`src/rtl/inst_fetch.sv`:
```
// -----------------------------------------------------------------------------
// inst_fetch
//   Fetch stage feeding the instruction decoder. Owns the PC, issues one
//   instruction-memory read at a time, latches the returned word in IR and
//   offers it (with its PC and decoded opcode/funct3/funct7 fields) to decode
//   over a valid/ready handshake. Later stages may redirect the PC at any time;
//   a read already in flight when a redirect arrives is drained and dropped.
//
// Build option:
//   IFETCH_ILLEGAL_TRAP_EN - when defined, a fetched word whose opcode is not
//   R-type (0110011), I-type ALU (0010011) or LUI (0110111) parks the stage in
//   HALT with illegal=1 until a redirect or reset. When undefined, every word
//   is forwarded and illegal is tied low.
//
// Ports:
//   clk            in   1   clock, all state on rising edge
//   rst_n          in   1   synchronous active-low reset
//   imem_req       out  1   one-cycle read request
//   imem_addr      out  32  read address (word aligned)
//   imem_rvalid    in   1   read data valid pulse
//   imem_rdata     in   32  instruction word
//   if_valid       out  1   IR holds an instruction for decode
//   id_ready       in   1   decode accepts IR this cycle
//   if_inst        out  32  IR
//   if_pc          out  32  PC of the instruction in IR
//   opcode         out  7   if_inst[6:0]
//   funct3         out  3   if_inst[14:12]
//   funct7         out  7   if_inst[31:25]
//   redirect_valid in   1   load redirect_pc as next fetch address
//   redirect_pc    in   32  new PC, low two bits ignored
//   illegal        out  1   unsupported opcode trapped
//   inst_cnt       out  32  completed handoffs to decode
// -----------------------------------------------------------------------------
module inst_fetch #(
    parameter logic [31:0] RESET_PC = 32'h0000_0000,
    parameter logic [31:0] PC_STEP  = 32'd4
) (
    input  logic        clk,
    input  logic        rst_n,
    output logic        imem_req,
    output logic [31:0] imem_addr,
    input  logic        imem_rvalid,
    input  logic [31:0] imem_rdata,
    output logic        if_valid,
    input  logic        id_ready,
    output logic [31:0] if_inst,
    output logic [31:0] if_pc,
    output logic [6:0]  opcode,
    output logic [2:0]  funct3,
    output logic [6:0]  funct7,
    input  logic        redirect_valid,
    input  logic [31:0] redirect_pc,
    output logic        illegal,
    output logic [31:0] inst_cnt
);

    localparam logic [31:0] NOP = 32'h0000_0013;

    typedef enum logic [2:0] {
        IDLE,
        REQ,
        WAIT,
        FULL,
        DRAIN,
        HALT
    } state_t;

    state_t      state_q;
    logic [31:0] pc_q;
    logic [31:0] ir_q;
    logic [31:0] if_pc_q;
    logic [31:0] cnt_q;

    logic [31:0] redir_pc_d;
    logic [31:0] pc_inc_d;
    logic [31:0] cnt_inc_d;
    logic        op_legal_d;

    // Masking (rather than slicing) keeps every redirect_pc bit consumed.
    assign redir_pc_d = redirect_pc & ~32'd3;
    assign pc_inc_d   = pc_q + PC_STEP;
    assign cnt_inc_d  = cnt_q + 32'd1;

`ifdef IFETCH_ILLEGAL_TRAP_EN
    logic illegal_q;

    always_comb begin
        op_legal_d = 1'b0;
        case (imem_rdata[6:0])
            7'b0110011: op_legal_d = 1'b1;
            7'b0010011: op_legal_d = 1'b1;
            7'b0110111: op_legal_d = 1'b1;
            default:    op_legal_d = 1'b0;
        endcase
    end

    assign illegal = illegal_q;
`else
    assign op_legal_d = 1'b1;
    assign illegal    = 1'b0;
`endif

    always_ff @(posedge clk) begin
        if (!rst_n) begin
            state_q   <= IDLE;
            pc_q      <= RESET_PC;
            ir_q      <= NOP;
            if_pc_q   <= RESET_PC;
            cnt_q     <= '0;
`ifdef IFETCH_ILLEGAL_TRAP_EN
            illegal_q <= 1'b0;
`endif
        end else begin
            case (state_q)
                IDLE: begin
                    if (redirect_valid) begin
                        pc_q <= redir_pc_d;
                    end
                    state_q <= REQ;
                end

                // The request in this state has already gone out, so a
                // redirect here still leaves one response to drain.
                REQ: begin
                    if (redirect_valid) begin
                        pc_q    <= redir_pc_d;
                        state_q <= DRAIN;
                    end else begin
                        state_q <= WAIT;
                    end
                end

                WAIT: begin
                    if (redirect_valid) begin
                        pc_q    <= redir_pc_d;
                        // Response arriving with the redirect is consumed and
                        // dropped; otherwise it is still outstanding.
                        state_q <= imem_rvalid ? REQ : DRAIN;
                    end else if (imem_rvalid) begin
                        ir_q    <= imem_rdata;
                        if_pc_q <= pc_q;
                        if (op_legal_d) begin
                            pc_q    <= pc_inc_d;
                            state_q <= FULL;
                        end else begin
                            state_q <= HALT;
`ifdef IFETCH_ILLEGAL_TRAP_EN
                            illegal_q <= 1'b1;
`endif
                        end
                    end
                end

                FULL: begin
                    if (redirect_valid) begin
                        pc_q    <= redir_pc_d;
                        state_q <= REQ;
                    end else if (id_ready) begin
                        cnt_q   <= cnt_inc_d;
                        state_q <= REQ;
                    end
                end

                DRAIN: begin
                    if (redirect_valid) begin
                        pc_q <= redir_pc_d;
                    end
                    if (imem_rvalid) begin
                        state_q <= REQ;
                    end
                end

                HALT: begin
                    if (redirect_valid) begin
                        pc_q    <= redir_pc_d;
                        state_q <= REQ;
`ifdef IFETCH_ILLEGAL_TRAP_EN
                        illegal_q <= 1'b0;
`endif
                    end
                end

                default: begin
                    state_q <= IDLE;
                end
            endcase
        end
    end

    assign imem_req  = (state_q == REQ);
    assign imem_addr = pc_q;
    assign if_valid  = (state_q == FULL);
    assign if_inst   = ir_q;
    assign if_pc     = if_pc_q;
    assign opcode    = ir_q[6:0];
    assign funct3    = ir_q[14:12];
    assign funct7    = ir_q[31:25];
    assign inst_cnt  = cnt_q;

endmodule

```
`config.mk`:
```
export PLATFORM = sky130hd
export DESIGN_NAME = inst_fetch
export DESIGN_NICKNAME = d
export VERILOG_FILES = /design/src/rtl/inst_fetch.sv
export SDC_FILE = /design/constraint.sdc
export NUM_CORES = 1
export LEC_CHECK = 0
export CORE_MARGIN = 3
export CORE_UTILIZATION = 40
export CTS_BUF_LIST = sky130_fd_sc_hd__clkbuf_4 sky130_fd_sc_hd__clkbuf_8 sky130_fd_sc_hd__clkbuf_16
export CTS_CLUSTER_DIAMETER = 80
export DETAILED_ROUTE_END_ITERATION = 12
export GPL_TIMING_DRIVEN = 0
export PLACE_DENSITY = 0.73
export SLEW_MARGIN = 20
export SYNTH_ARGS = -nofsm -noshare
export SYNTH_HDL_FRONTEND = slang
export SYNTH_SLANG_ARGS = --single-unit
```
`constraint.sdc`:
```
create_clock -name clk -period 3.5 [get_ports clk]
set_clock_uncertainty 0.05 [all_clocks]
set_input_delay 0.525 -clock clk [delete_from_list [all_inputs] [get_ports clk]]
set_output_delay 0.525 -clock clk [all_outputs]
set_load 0.02 [all_outputs]
```
=== Yosys cells after proc, flatten, opt, wreduce, memory -nomap -nowiden ===
Index checks and enable logic that the tools add are counted.

* Flip-flop bits (word level): 131
* Input port bits: 69
* Output and inout bits: 148
* Word-level logic and storage cells: 38

* Add/sub/neg operators: 2
* Equal/unequal tests: 10
* Mux-type cells: 13
* Bitwise logic cells: 1
* Reductions and logical operators: 7

{| class="wikitable"
|+ Operators by type and width
! operator !! count
|-
| 32-bit 2-to-1 mux || 3
|-
| 32-bit one-hot mux with 2 select lines || 1
|-
| 32-bit by 1-bit adder with 32-bit output (second input constant) || 1
|-
| 32-bit by 3-bit adder with 32-bit output (second input constant) || 1
|-
| 3-bit 2-to-1 mux || 8
|-
| 3-bit one-hot mux with 6 select lines || 1
|-
| 3-bit AND reduction || 3
|-
| 3-bit by 2-bit equality test with 1-bit output (second input constant) || 2
|-
| 3-bit equality test (second input constant) || 2
|-
| 5-bit OR reduction || 1
|-
| 2-bit inequality test (second input constant) || 2
|-
| 4-bit AND reduction || 1
|-
| 3-bit by 1-bit equality test with 1-bit output (second input constant) || 1
|-
| 3-bit zero test || 1
|-
| 3-bit by 1-bit inequality test with 1-bit output (second input constant) || 1
|-
| 3-bit inequality test (second input constant) || 1
|-
| 2-bit by 1-bit inequality test with 1-bit output (second input constant) || 1
|-
| 2-bit nonzero test || 1
|-
| 1-bit inverter || 1
|}

=== Longest topological paths before layout ===
* Depth in word-level cells: 4
* Gate-level depth with buffers: 8
* Depth with buffers taken out: 6

=== Worst setup path before layout ===
OpenSTA, ideal clock, no wires.

* Path type: flip-flop to flip-flop
* Start point: register pc_q[2] (netlist: imem_addr[2])
* End point: register pc_q[26] (netlist: imem_addr[26])
* Library setup time: 0.064 ns
* Arrival time: 1.988 ns
* Data required time: 3.386 ns
* Setup slack: 1.398 ns
* Cell stages (with the launch flop): 8
* Buffers on the path: 1
* Period minus slack after synthesis: 2.102 ns
* Path through: dfxtp_1 ha_1 and4_4 nand2_4 or2_0 buf_2 or4_1 nand4_1

* Word-level cells in the longest chain between the ends: 4

{| class="wikitable"
|+ Ends and longest elaborated chain
! what !! line !! text
|-
| start, declared || 69 || <nowiki>logic [31:0] pc_q;</nowiki>
|-
| start signal, assigned || 117 || <nowiki>pc_q <= redir_pc_d;</nowiki>
|-
| start signal, assigned || 126 || <nowiki>pc_q <= redir_pc_d;</nowiki>
|-
| start signal, assigned || 135 || <nowiki>pc_q <= redir_pc_d;</nowiki>
|-
| 32-bit by 3-bit adder with 32-bit output || 81 || <nowiki>assign pc_inc_d = pc_q + PC_STEP;</nowiki>
|-
| 32-bit 2-to-1 mux || 139 || <nowiki>end else if (imem_rvalid) begin</nowiki>
|-
| 32-bit 2-to-1 mux || 134 || <nowiki>if (redirect_valid) begin</nowiki>
|-
| 32-bit one-hot mux with 2 select lines || 114 || <nowiki>case (state_q)</nowiki>
|}

No other way between the ends. The select of a mux whose other input is x is not followed.
A chain may end at the register's enable or synchronous reset.

=== Worst setup path in the final report ===
* Start point: input port redirect_valid
* End point: register pc_q[26] (netlist: imem_addr[26])

* Word-level cells in the longest chain between the ends: 2
* Elaborated cells between the ends (all ways): 5
* Classes of those cells: eq/ne: 2; mux: 2; reduce/logical: 1

{| class="wikitable"
|+ Ends and longest elaborated chain
! what !! line !! text
|-
| start, declared || 51 || <nowiki>input logic redirect_valid,</nowiki>
|-
| 3-bit inequality test (no source line), or another cell as far along || - ||
|-
| 3-bit AND reduction (no source line) or 32-bit one-hot mux with 2 select lines (tied branches) || - ||
|}

Several ways; a longest one is shown, not always the timed one.

==> out/summary.log <==
qor: outcome.status completed
qor: die.io_pins 217
qor: detailed_routing.wl_met2 9.53 mm
qor: synth.ys_warn_count 0
qor: sta.finalWorstSetupSlack 961 ps
qor: setup_path.reg2reg_slack 1150 ps
qor: synth.synthCells 768
qor: die.fp.dieArea 16300 µm²
qor: sta.final.period_utilization 0.725
qor: detailed_routing.detail_route.wirelength 20.5 mm
qor: sta.max_slew.worst_pin.slew 954 ps
qor: cts.cts_made_buffers 17
qor: cts.cts_repair_resize_count 0
qor: placement.post-place-cells 1161
qor: sta.slew_headroom 0.360
qor: worst_hold_path.min_path_type reg2reg
qor: layout.antenna-diode-count 0
qor: placement.port_buffers 209
qor: synth.synth.yosys.seq_area_share 0.428
qor: synth.synth_ff_type dfxtp_1
qor: cts.h-tree-depth 4
qor: setup_path.worstPathRequired 3800 ps
qor: layout.synthToLayoutAreaGrowth 48.8%
qor: sta.fin_tns_setup 0 ps
qor: detailed_routing.post-route-drc-count 0
qor: grt.final_global_route_overflow_total 0
qor: grt.first_pass_grt_wire_length 31.5 mm
qor: placement.dpl.hpwl 14.7 mm
qor: cts.clk_path_buf_depth 2
qor: pwr.powerDensity 414 nW/µm²
qor: die.die-width 128 µm
qor: synth.ys_ff_latch 127
qor: cts.post-cts-setup-buffers 0
qor: detailed_routing.antenna_left 0
qor: sta.timing.final.setup_violations 0
qor: detailed_routing.drt_pass1_iterations 7
qor: grt.grt_util_all_layers 0.243
qor: setup_path.worst-setup-path-type in2reg
qor: layout.finish.net_count 1071
qor: setup_path.worstPathMaxFanout 10
qor: setup_path.critical_path_arrival 2840 ps
qor: pwr.power.leakage 0.00311 µW
qor: sta.timing.final.crit_period 2540 ps
qor: synth.synth_enable_flop_cells 0
qor: detailed_routing.met3_wirelength 2.15 mm
qor: die.die_y 128 µm
qor: synth.fraction_of_registers_with_async_set_reset 0
qor: die.std_cell_rows 43
qor: layout.utilization 0.622
qor: layout.final.fill_count 1322
qor: detailed_routing.dr.first_iter.drc_count 531
qor: layout.stdcell_area 8840 µm²
qor: synth.average_cell_area_after_synthesis 7.73 µm²
qor: die.starting_density_of_the_core 0.418
qor: detailed_routing.routedWlPerCell 17.2 µm
qor: synth.netlist-cell-type-count 61
qor: cts.clkSinkCount 127
qor: cts.clockRootBuffer clkbuf_16
qor: detailed_routing.top_layer met4
qor: placement.post_dp_cell_area 8270 µm²
qor: synth.synth_area_leaders dfxtp_1 (43%), nand2_1 (11%), a21oi_1 (7.4%)
qor: grt.grt_antenna_before_repair 0
qor: cts.tritoncts done
qor: synth.post_synth_instance_area 5940 µm²
qor: sta.rsz0062_at_grt false
qor: sta.report.final.slew_viol_count 0
qor: detailed_routing.viasPerCell 5.41
qor: job.max_cap_violations 0
qor: placement.dp_worst_setup_slack 499 ps
qor: detailed_routing.wirelength_met1 8.43 mm
qor: grt.first_global_vias 5814
qor: layout.final_layout_size_suffix_gt1_frac 0.0702
qor: pwr.vdd_ir_drop_max 0.336 mV
qor: layout.non_filler_cells_in_the_finished_layout 1191
qor: grt.grt_start_max_net_pins 17
qor: placement.gp_congestion 0.923
qor: setup_path.timing.critical_path.from_type primary input
qor: cts.insertion_delay 420 ps
qor: sta.achievable-frequency 0.394 GHz
qor: setup_path.worstSetupEndpointType flop
qor: detailed_routing.vias 6440
qor: synth.post-synth-top-area-fraction 0.428
qor: cts.clock_transition_at_the_registers_of_the_reported_paths 50 ps
qor: synth.synth_area_leader dfxtp_1
qor: sta.final-hold-violation-count 0
qor: cts.hold_buffers 0
qor: die.core_area 14200 µm²
## logic make-up after synthesis
logic type,count (synthesis),synth area share
AO/OA/AOI/OAI,152,0.153
flip-flops,127,0.428
AND/OR/NAND/NOR,372,0.298
XOR/XNOR,28,0.0413
other,1,0.000632
multiplexers,4,0.00674
adder cells (fa/ha/maj),2,0.00421
buffers and inverters,82,0.0685
## placed cells by master (no fill, tap or decap), types with 9 or more instances in the layout
cell | netlist | layout
xor2_1 | 23 | 23
and4_1 | 9 | 9
clkbuf_16 | 0 | 17
nor2_1 | 52 | 52
nand2_1 | 177 | 177
and3_1 | 13 | 13
nor4_1 | 11 | 11
a21oi_1 | 88 | 88
nand4_1 | 25 | 25
nor3_1 | 16 | 16
clkbuf_1 | 40 | 40
buf_4 | 24 | 24
nand3_1 | 31 | 31
o21ai_0 | 18 | 18
clkdlybuf4s50_1 | 0 | 209
dfxtp_1 | 127 | 127
## state kept, by name, indices dropped and copies added (netlist names)
register / count
if_inst: 32
inst_cnt: 32
if_pc: 30
imem_addr: 30
state_q: 3
## path summary, 6_finish.rpt
kind / startpoint / endpoint / depth (start not counted)
setup / recovery: redirect_valid / imem_addr[26] / 7
setup reg to reg: state_q[1] / if_inst[16] / 6
hold reg to reg: if_pc[23] / if_pc[23] / 2
hold / removal: if_pc[23] / if_pc[23] / 2
## cells in the mapped netlist, types with 3 or more instances
library cell,n
mux2i_1,4
nor3_1,16
buf_2,7
nor4_1,11
nor2_1,52
xor2_1,23
clkbuf_1,40
and4_1,9
a21o_1,3
or3_1,6
dfxtp_1,127
nand2_1,177
o31a_1,3
and3_1,13
o21a_1,4
nand2b_1,5
a311oi_1,5
xnor2_1,5
and2_1,6
nand3_1,31
o22ai_1,5
o21ai_0,18
and4_4,3
buf_4,24
nand4_1,25
buf_1,4
a21oi_1,88
inv_1,7
## cell type report
cell class              instances  area [µm²]  area share
multi-input cells             563        3000       0.340
flip-flops and latches        127        2540       0.288
repair buffers                209        2090       0.237
clock buffers                  24         509      0.0576
plain buffers                  75         380      0.0430
well taps                     180         225      0.0255
clock inverters                 6        57.6     0.00651
inverters                       7        26.3     0.00297
## worst max-delay path, stage by stage
cell and delay [ps]:
clkdlybuf4s50_1 540, buf_1 380, o21a_1 230, clkbuf_1 500, buf_2 380, nand4_1 130
nand4_1 150
## power breakdown
group | total (µW) | internal (µW) | switching, µW | leakage (µW)
clock | 1700 | 1070 | 626 | 0.000285
sequential | 1540 | 1480 | 59.1 | 0.00103
combinational | 420 | 197 | 223 | 0.00180
## stage by stage
stage          hold slack, ps  power [µW]
2_1_floorplan             485        1760
3_3_place_gp              391        1980
3_5_place_dp              396        1990
4_1_cts                   404        3670
5_1_grt                   415        3790
6_report                  403        3660
## layer usage
layer / GRT usage / vias up
met4: 0.0705 / 0
met2: 0.397 / 316
met3: 0.0767 / 38
met5: 0 / -
li1: - / 3122
met1: 0.310 / 2964
Note: power is estimated with default switching activity, not from simulation.
